$ cat src/rtl/pipe_pkg.sv
// Shared definitions for the EX->MEM pipeline stage: exception-code
// defaults, payload field widths and a helper that sizes the packed
// payload bundle {pc, alu, wdata, rd, exc, bd}.
package pipe_pkg;

    localparam int DATA_W_DEF = 32;
    localparam int EXC_W_DEF  = 5;
    localparam int RD_W       = 5;
    localparam int BD_W       = 1;

    // Exception code meaning "no exception".
    localparam logic [EXC_W_DEF-1:0] EXC_NONE = '0;

    // Total width of one packed EM payload bundle.
    function automatic int em_payload_w(input int data_w, input int exc_w);
        return 3 * data_w + RD_W + exc_w + BD_W;
    endfunction

endpackage

$ cat src/rtl/em_skid_slot.sv
// One storage slot of the EM stage: a payload register plus valid bit.
// Clear drops only the valid bit; the payload keeps its last value so the
// outputs stay quiet while the slot is empty. Clear wins over load.
module em_skid_slot #(
    parameter int W = 8
) (
    input  logic         clk,
    input  logic         reset,
    input  logic         load,
    input  logic         clear,
    input  logic [W-1:0] d,
    output logic [W-1:0] q,
    output logic         valid
);

    logic [W-1:0] data_reg;
    logic         valid_reg;

    // Payload and valid bit update; reset zeroes both.
    always_ff @(posedge clk or negedge reset) begin
        if (!reset) begin
            data_reg  <= '0;
            valid_reg <= 1'b0;
        end else if (clear) begin
            valid_reg <= 1'b0;
        end else if (load) begin
            data_reg  <= d;
            valid_reg <= 1'b1;
        end
    end

    assign q     = data_reg;
    assign valid = valid_reg;

endmodule

$ cat src/rtl/pipe_stage_em.sv
// EX->MEM pipeline register with valid/ready handshake, flush and an
// exception fence (no new entries while an excepting entry is held).
// Build option PIPE_EM_SKID_EN: when defined, a two-entry head+skid buffer
// with a registered in_ready; otherwise a single entry with combinational
// in_ready. Both modes are cycle-identical while out_ready stays high.
module pipe_stage_em import pipe_pkg::*; #(
    parameter int DATA_W = DATA_W_DEF,
    parameter int EXC_W  = EXC_W_DEF
) (
    input  logic              clk,
    input  logic              reset,
    input  logic              in_valid,
    output logic              in_ready,
    input  logic [DATA_W-1:0] in_pc,
    input  logic [DATA_W-1:0] in_alu,
    input  logic [DATA_W-1:0] in_wdata,
    input  logic [RD_W-1:0]   in_rd,
    input  logic [EXC_W-1:0]  in_exc,
    input  logic              in_bd,
    input  logic              flush,
    output logic              out_valid,
    input  logic              out_ready,
    output logic [DATA_W-1:0] out_pc,
    output logic [DATA_W-1:0] out_alu,
    output logic [DATA_W-1:0] out_wdata,
    output logic [RD_W-1:0]   out_rd,
    output logic [EXC_W-1:0]  out_exc,
    output logic              out_bd,
    output logic              exc_pending
);

    localparam int PW = em_payload_w(DATA_W, EXC_W);
`ifdef PIPE_EM_SKID_EN
    localparam int NUM_SLOTS = 2;
`else
    localparam int NUM_SLOTS = 1;
`endif

    logic [PW-1:0]        in_payload;
    logic [PW-1:0]        slot_d [NUM_SLOTS];
    logic [PW-1:0]        slot_q [NUM_SLOTS];
    logic [NUM_SLOTS-1:0] slot_load;
    logic [NUM_SLOTS-1:0] slot_clear;
    logic [NUM_SLOTS-1:0] slot_valid;
    logic [NUM_SLOTS-1:0] slot_exc;

    logic head_valid;
    logic fence;
    logic accept;
    logic release_head;

    assign in_payload = {in_pc, in_alu, in_wdata, in_rd, in_exc, in_bd};

    // Slot 0 is the head (drives out_*); slot 1, when present, is the skid.
    genvar gi;
    generate
        for (gi = 0; gi < NUM_SLOTS; gi++) begin : g_slot
            em_skid_slot #(.W(PW)) u_slot (
                .clk   (clk),
                .reset (reset),
                .load  (slot_load[gi]),
                .clear (slot_clear[gi]),
                .d     (slot_d[gi]),
                .q     (slot_q[gi]),
                .valid (slot_valid[gi])
            );
            assign slot_exc[gi] = slot_valid[gi] &&
                                  (slot_q[gi][EXC_W:1] != EXC_W'(EXC_NONE));
        end
    endgenerate

    assign head_valid   = slot_valid[0];
    assign fence        = |slot_exc;
    assign accept       = in_valid && in_ready && !flush;
    assign release_head = head_valid && out_ready && !flush;

`ifdef PIPE_EM_SKID_EN
    logic skid_valid;
    logic in_ready_reg;
    logic in_ready_next;
    logic head_exc_next;
    logic skid_exc_next;
    logic skid_valid_next;

    assign skid_valid = slot_valid[1];

    // Head refills from the skid first; the skid only catches an accept
    // that arrives while the head is stalled.
    always_comb begin
        slot_d[0]     = skid_valid ? slot_q[1] : in_payload;
        slot_d[1]     = in_payload;
        slot_load[0]  = (release_head && skid_valid) ||
                        (accept && (!head_valid || release_head));
        slot_clear[0] = flush || (release_head && !skid_valid && !accept);
        slot_load[1]  = accept && head_valid && !release_head;
        slot_clear[1] = flush || (release_head && skid_valid);
    end

    // Look-ahead of the slot state so in_ready can be a plain register.
    always_comb begin
        head_exc_next   = slot_exc[0];
        skid_exc_next   = slot_exc[1];
        skid_valid_next = skid_valid;
        if (slot_clear[0]) begin
            head_exc_next = 1'b0;
        end else if (slot_load[0]) begin
            head_exc_next = (slot_d[0][EXC_W:1] != EXC_W'(EXC_NONE));
        end
        if (slot_clear[1]) begin
            skid_exc_next   = 1'b0;
            skid_valid_next = 1'b0;
        end else if (slot_load[1]) begin
            skid_exc_next   = (in_exc != EXC_W'(EXC_NONE));
            skid_valid_next = 1'b1;
        end
        in_ready_next = !skid_valid_next && !head_exc_next && !skid_exc_next;
    end

    // Registered ready: skid free and nothing fenced.
    always_ff @(posedge clk or negedge reset) begin
        if (!reset) begin
            in_ready_reg <= 1'b1;
        end else begin
            in_ready_reg <= in_ready_next;
        end
    end

    assign in_ready = in_ready_reg;
`else
    // Single entry: load on accept, drop on a release with nothing behind it.
    always_comb begin
        slot_d[0]     = in_payload;
        slot_load[0]  = accept;
        slot_clear[0] = flush || (release_head && !accept);
    end

    assign in_ready = (!head_valid || out_ready) && !fence;
`endif

    assign out_valid   = head_valid;
    assign exc_pending = slot_exc[0];
    assign {out_pc, out_alu, out_wdata, out_rd, out_exc, out_bd} = slot_q[0];

endmodule
$ cat config.mk
export PLATFORM = sky130hd
export DESIGN_NAME = pipe_stage_em
export DESIGN_NICKNAME = d
export VERILOG_FILES = /design/src/rtl/pipe_pkg.sv /design/src/rtl/em_skid_slot.sv /design/src/rtl/pipe_stage_em.sv
export SDC_FILE = /design/constraint.sdc
export NUM_CORES = 1
export LEC_CHECK = 0
export BUFFER_PORTS_ARGS = -buffer_cell sky130_fd_sc_hd__buf_4
export CAP_MARGIN = 5
export CORE_MARGIN = 4
export CORE_UTILIZATION = 45
export CTS_CLUSTER_DIAMETER = 80
export CTS_CLUSTER_SIZE = 14
export DETAILED_ROUTE_END_ITERATION = 8
export HOLD_SLACK_MARGIN = 0.08
export PLACE_DENSITY = 0.77
export SETUP_SLACK_MARGIN = 0.05
export SLEW_MARGIN = 20
export SYNTH_ARGS = -nofsm -noshare
export SYNTH_HDL_FRONTEND = slang
export SYNTH_HIERARCHICAL = 1
export SYNTH_SLANG_ARGS = --single-unit
$ cat constraint.sdc
create_clock -name clk -period 2.5 [get_ports clk]
set_input_delay 0.25 -clock clk [delete_from_list [all_inputs] [get_ports clk]]
set_output_delay 0.25 -clock clk [all_outputs]
set_load 0.01 [all_outputs]
==> results of run 1 <==
power groups by stage:
stage	clock, mW	sequential (mW)	combinational (mW)
4_1_cts	1.14	2.72	2.36
3_5_place_dp	0	2.75	2.35
3_3_place_gp	0	2.71	2.31
5_1_grt	1.22	2.80	2.48
6_report	1.09	2.71	2.34
2_1_floorplan	0	3.00	0.738
layer usage:
layer | part of all wire, % | routed length (um)
met1 | 37 | 3863
met2 | 50 | 5207
met3 | 11 | 1105
met4 | 1.5 | 154
met5 | 0 | 0
path summary, 6_finish.rpt:
check / slack [ns] / cells after the start / start / endpoint
setup / recovery: 0.34 / 5 / g_slot[0].u_slot/q[2] / g_slot[0].u_slot/q[45]
hold / removal: 0.11 / 2 / in_wdata[23] / g_slot[0].u_slot/q[34]
setup reg to reg: 0.34 / 5 / g_slot[0].u_slot/q[2] / g_slot[0].u_slot/q[45]
hold reg to reg: 0.52 / 1 / g_slot[0].u_slot/q[18] / g_slot[0].u_slot/q[18]
max in group asynchronous: 1.38 / 3 / reset / g_slot[0].u_slot/q[26]
min in group asynchronous: 0.37 / 2 / reset / g_slot[0].u_slot/q[40]
cells in the mapped netlist:
master	n	share of area, %
a21oi_1	2	0.24
a31o_2	1	0.21
a32o_1	1	0.24
a41oi_1	1	0.21
buf_2	7	0.83
buf_6	5	1.3
dfrtp_1	108	64
inv_1	2	0.18
mux2_2	77	21
mux2_4	30	11
nor2_1	3	0.27
nor2b_4	1	0.33
nor3_2	1	0.24
nor4b_1	2	0.42
through the flow:
step	instance area, um2	instances	utilization (%)
CTS	6200	582	67.74
floorplan	4209	241	-
global route	6330	595	69.16
finish	6330	595	69.16
detailed placement	5983	565	65.37
global placement	5983	565	65.37
logic make-up after synthesis:
family                 Yosys count
AND/OR/NAND/NOR                  7
multiplexers                   107
buffers and inverters           14
AO/OA/AOI/OAI                    5
flip-flops                     108
layout make-up:
class	count	area, um2
clock buffers	9	123.9
multi-input cells	119	1408
fillers	660	2823
clock inverters	7	82.58
repair buffers	239	1867
inverters	2	7.507
well taps	111	138.9
flip-flops and latches	108	2703
critical path, stage by stage (launching register included):
cell,delay (ns)
dfrtp_1,0.43
nor4b_1,0.34
a32o_1,0.20
nor2b_4,0.36
buf_4,0.35
mux2_2,0.37
repair_timing:
action	in CTS	in global routing
hold endpoints to repair	37	13
gates resized for setup	0	0
hold buffers	1	13
==> key figures, run 1 <==
Run status
  • Status: finished clean

Clock tree
  • Deepest clock path buffer count: 2
  • Cell chosen for the clock root: clkbuf_8
  • Insertion delay to the later sink of the worst-skew pair: 0.37 ns
  • # clock sinks: 108
  • Clock buffer count from CTS: 9
  • Post-CTS setup buffer count: 0
  • Clk pin slew, worst setup/hold paths: 0.11 ns
  • H-tree depth reported by CTS: 3
  • Clock tree from TritonCTS: done

Routing
  • Iteration-0 DRC count of the detailed router: 72
  • Via density per instance: 4.861
  • Routed WL: 10330 um
  • Number of vias in the routed layout: 2892
  • DR DRC count: 0
  • Initial DRT Pass Iterations: 4
  • Number of routed nets with antenna violations: 0
  • Detailed-route wire length per cell: 17.36 um

Synth
  • Seq/Total Area, Yosys: 64.21%
  • Post-synthesis compound-gate area fraction: 0.8918%
  • Post-synthesis share of cell area spent on full adders, half adders and majority gates: 0%
  • Largest family of logic cells by synthesized area: multiplexers
  • Number of nets in the synthesized netlist: 353
  • Number of synthesis warnings: 6
  • Cell area after synthesis: 4209 um2
  • Post-synthesis register bit count: 108
  • Mean Syn Cell Area: 17.46 um2
  • Area fraction in and, or, nand and nor cells after synthesis: 1.249%
  • Xor/xnor share of the synthesized area: 0%
  • Proportion of synthesized area in mux cells: 31.30%
  • Distinct cell type count after synthesis: 14
  • Cell count after synthesis: 241

GRT
  • Routing usage on met2: 32.10%
  • Maximum number of pins on one net before global-route repair: 72
  • Peak-usage layer in the global routing report: met2
  • Via count of the first global-routing pass: 3086
  • GR Util met3: 9.080%
  • Grt ovf: 0
  • Total Routing Usage GR: 18.74%
  • Number of antenna violations at the first check in global routing: 0
  • GR Util met1: 20.62%
  • Global-route wire length before repair: 16240 um

Pwr
  • Fraction of power consumed by sequential logic: 44.1%
  • Max rail drop VDD: 0.0004996 V
  • Net switching power: 1.859 mW
  • Net switching fraction of the power: 30.25%
  • Int Pwr: 4.288 mW
  • Part of the power in combinational logic: 38.1%
  • Pwr Density: 971.2 nW/um2
  • Part of the power in the clock network: 17.8%
  • LEAKAGE: 3.074 nW
  • Power after layout: 6.148 mW

STA
  • Number of slew-limit violations in the final report: 0
  • Worst Slack Setup Final: 0.3353 ns
  • Final hold slack: 0.1068 ns
  • Period utilization: 86.59%
  • Setup-violating endpoint count in the final report: 0
  • Transition time of the tightest slew-check pin: 0.5071 ns
  • FMAX: 0.4620 GHz
  • Setup TNS Final: 0 ns
  • Worst slew margin: 66.19%
  • Setup repair after global routing missed its margin: no
  • Shortest period the worst path allows: 2.165 ns
  • Clock Skew: 0.01539 ns
  • Final hold viol count: 0

Run
  • Max-cap viol count: 0

Final layout
  • Fraction of layout instances using a drive strength above 1: 72.52%
  • Number of inserted diodes: 0
  • Most used cells in the layout excluding fill and tap cells: 222 x buf_4, 108 x dfrtp_1, 77 x mux2_2
  • Largest register FFs: 107
  • Layout Nets: 591
  • Most frequent standard cell in the layout excluding fill and tap cells: buf_4
  • Synth-to-layout area growth: 50.39%

Worst setup path
  • Data arrival, critical path: 2.41 ns
  • Type of destination of the critical path: register
  • Worst Setup Path Type: reg -> reg
  • Maximum fanout count along the critical path: 17
  • Critical path required time: 2.75 ns
  • CP Launch Type: register

Die
  • Initial Utilization: 45.99%
  • Row count: 35
  • Core area: 9153 um2
  • Area of the die: 10970 um2
  • Width of the die: 104.7 um
  • Number of I/O pins: 222
  • Vertical die dimension: 104.7 um

Place
  • Half-perimeter wire length after detailed placement: 7813 um
  • Global placement routability congestion: 0.7322
  • Count of buffers from port buffering: 221
  • Placement-stage worst setup slack: 0.3412 ns

Hold path
  • Path type of the worst min-delay path: in -> reg
Power figures use the tool's default switching activity.
==> run 2: changes to the inputs <==
- REMOVE_ABC_BUFFERS: default -> 1
==> run 2 against run 1 <==
Clock skew is 0.00051 ns higher; largest cell class unchanged; via count is 1.2% lower; non-clock buffer count is 13 lower; critical endpoint is now g_slot[0].u_slot/q[31].
==> key figures, run 2 (synthesis results as in run 1) <==
STA
  • Setup-violating endpoint count in the final report: 0
  • FMAX: 0.4855 GHz
  • Setup repair after global routing missed its margin: no
  • Final hold viol count: 0
  • Worst slew margin: 66.49%
  • Number of slew-limit violations in the final report: 0
  • Period utilization: 82.40%
  • Clock Skew: 0.01590 ns
  • Transition time of the tightest slew-check pin: 0.5026 ns
  • Shortest period the worst path allows: 2.060 ns
  • Setup TNS Final: 0 ns

Routing
  • Iteration-0 DRC count of the detailed router: 99
  • Via density per instance: 4.907
  • Detailed-route wire length per cell: 17.37 um
  • Number of routed nets with antenna violations: 0
  • Routed WL: 10110 um
  • DR DRC count: 0
  • Number of vias in the routed layout: 2856
  • Initial DRT Pass Iterations: 4

Pwr
  • Max rail drop VDD: 0.0004770 V
  • Pwr Density: 986.7 nW/um2
  • Power after layout: 6.117 mW
  • LEAKAGE: 3.021 nW

Clock tree
  • Number of hold buffers added after cts: 1
  • H-tree depth reported by CTS: 3
  • Insertion delay to the later sink of the worst-skew pair: 0.35 ns
  • Clock tree from TritonCTS: done
  • Post-CTS setup buffer count: 0
  • Deepest clock path buffer count: 2
  • Cell chosen for the clock root: clkbuf_8
  • Clk pin slew, worst setup/hold paths: 0.11 ns
  • Clock buffer count from CTS: 9
  • Post-cts sizing count: 0
  • # clock sinks: 108

GRT
  • Via count of the first global-routing pass: 3064
  • Grt ovf: 0
  • Total Routing Usage GR: 18.28%
  • Number of antenna violations at the first check in global routing: 0
  • Maximum number of pins on one net before global-route repair: 65
  • Global-route wire length before repair: 16050 um

Hold path
  • Path type of the worst min-delay path: in -> reg
  • Worst Hold End: g_slot[0].u_slot/q[96]
  • Hold Crit Start: in_pc[21]
  • Cell depth of the worst hold path: 2

Run
  • Max-cap viol count: 0

Die
  • Initial Utilization: 45.99%
  • Width of the die: 104.7 um
  • Core area: 9153 um2
  • Number of I/O pins: 222
  • Vertical die dimension: 104.7 um
  • Row count: 35
  • Area of the die: 10970 um2

Final layout
  • Layout Nets: 578
  • Largest register FFs: 107
  • Fraction of layout instances using a drive strength above 1: 74.31%
  • Number of inserted diodes: 0
  • Non-Filler Instances: 582
  • Most frequent standard cell in the layout excluding fill and tap cells: buf_4
  • Most used cells in the layout excluding fill and tap cells: 222 x buf_4, 108 x dfrtp_1, 77 x mux2_2
  • Fill cell instance count of the final layout: 687
  • Synth-to-layout area growth: 47.29%

Place
  • Half-perimeter wire length after detailed placement: 7648 um
  • Global placement routability congestion: 0.7865
  • Placed instance count: 565
  • Count of buffers from port buffering: 221

Worst setup path
  • Reg2Reg Capture Point: g_slot[0].u_slot/q[31]
  • Worst Setup Path Type: reg -> reg
  • Data arrival, critical path: 2.28 ns
  • CP Launch Type: register
  • Beginning of the worst register-to-register path: g_slot[0].u_slot/q[2]
  • Internal reg-to-reg setup slack: 0.44 ns
  • Critical path required time: 2.72 ns
  • Maximum fanout count along the critical path: 62
  • Number of cell instances on the worst register-to-register path: 5
  • Type of destination of the critical path: register

Run status
  • Status: finished clean
==> run 2: cell count changes in the layout (fill, tap and decap cells not counted), sizes merged <==
cell | before | now
dlygate4sd3 | 14 | 1
clkinvlp | 1 | 0
clkinv | 2 | 1
clkbuf | 9 | 11
==> run 2: layer usage <==
layer / part of all wire (%) / GRT usage [%] / up-vias
met2: 49 / 30.12 / 142
met3: 9.2 / 6.733 / 10
met5: 0 / 0 / -
met1: 41 / 22.82 / 1402
met4: 1.1 / 4.967 / 0
li1: - / - / 1302
==> run 2: worst max-delay path by stage <==
stage	startpoint	endpoint	slack, ns	depth (start not counted)
6_report	g_slot[0].u_slot/q[2]	g_slot[0].u_slot/q[31]	0.44	5
5_1_grt	g_slot[0].u_slot/q[1]	g_slot[0].u_slot/q[26]	0.32	5
4_1_cts	g_slot[0].u_slot/q[2]	g_slot[0].u_slot/q[43]	0.44	5
3_5_place_dp	g_slot[0].u_slot/q[2]	g_slot[0].u_slot/q[19]	0.44	5
3_3_place_gp	g_slot[0].u_slot/q[2]	g_slot[0].u_slot/q[26]	0.49	5
2_1_floorplan	g_slot[0].u_slot/q[2]	g_slot[0].u_slot/q[0]	-0.83	4
==> run 2: area by class of cell <==
type	instances	area [um2]	share of cell area [%]
Clock buffer	11	141.4	2.281
Clock inverter	5	65.06	1.049
Inverter	2	7.507	0.1211
Multi-Input combinational cell	119	1408	22.70
Sequential cell	108	2703	43.59
Tap cell	111	138.9	2.240
Timing Repair Buffer	226	1737	28.01
==> run 2: report_power, final <==
group,internal [mW],switching (mW),leakage (nW)
registers,2.36,0.360,1.28
clock network,0.505,0.581,0.105
logic,1.44,0.878,1.63
==> run 2: per-stage QoR <==
stage | util [%] | hold WS (ns) | worst slack, ns | area, um2
after CTS | 67.74 | 0.09929 | 0.4382 | 6200
after global routing | 67.74 | 0.09427 | 0.3225 | 6200
after global placement | 65.37 | 0.06903 | 0.4945 | 5983
after floorplan | - | -0.04559 | -0.8297 | 4118
final | 67.74 | 0.1239 | 0.4401 | 6200
after detailed placement | 65.37 | 0.06679 | 0.4401 | 5983
==> run 2: worst max-delay path, stage by stage (launching register included) <==
cell and delay [ns]:
dfrtp_1 0.43, nor4b_1 0.35, a32o_1 0.20, nor2b_4 0.21, buf_12 0.35, mux2_2 0.38
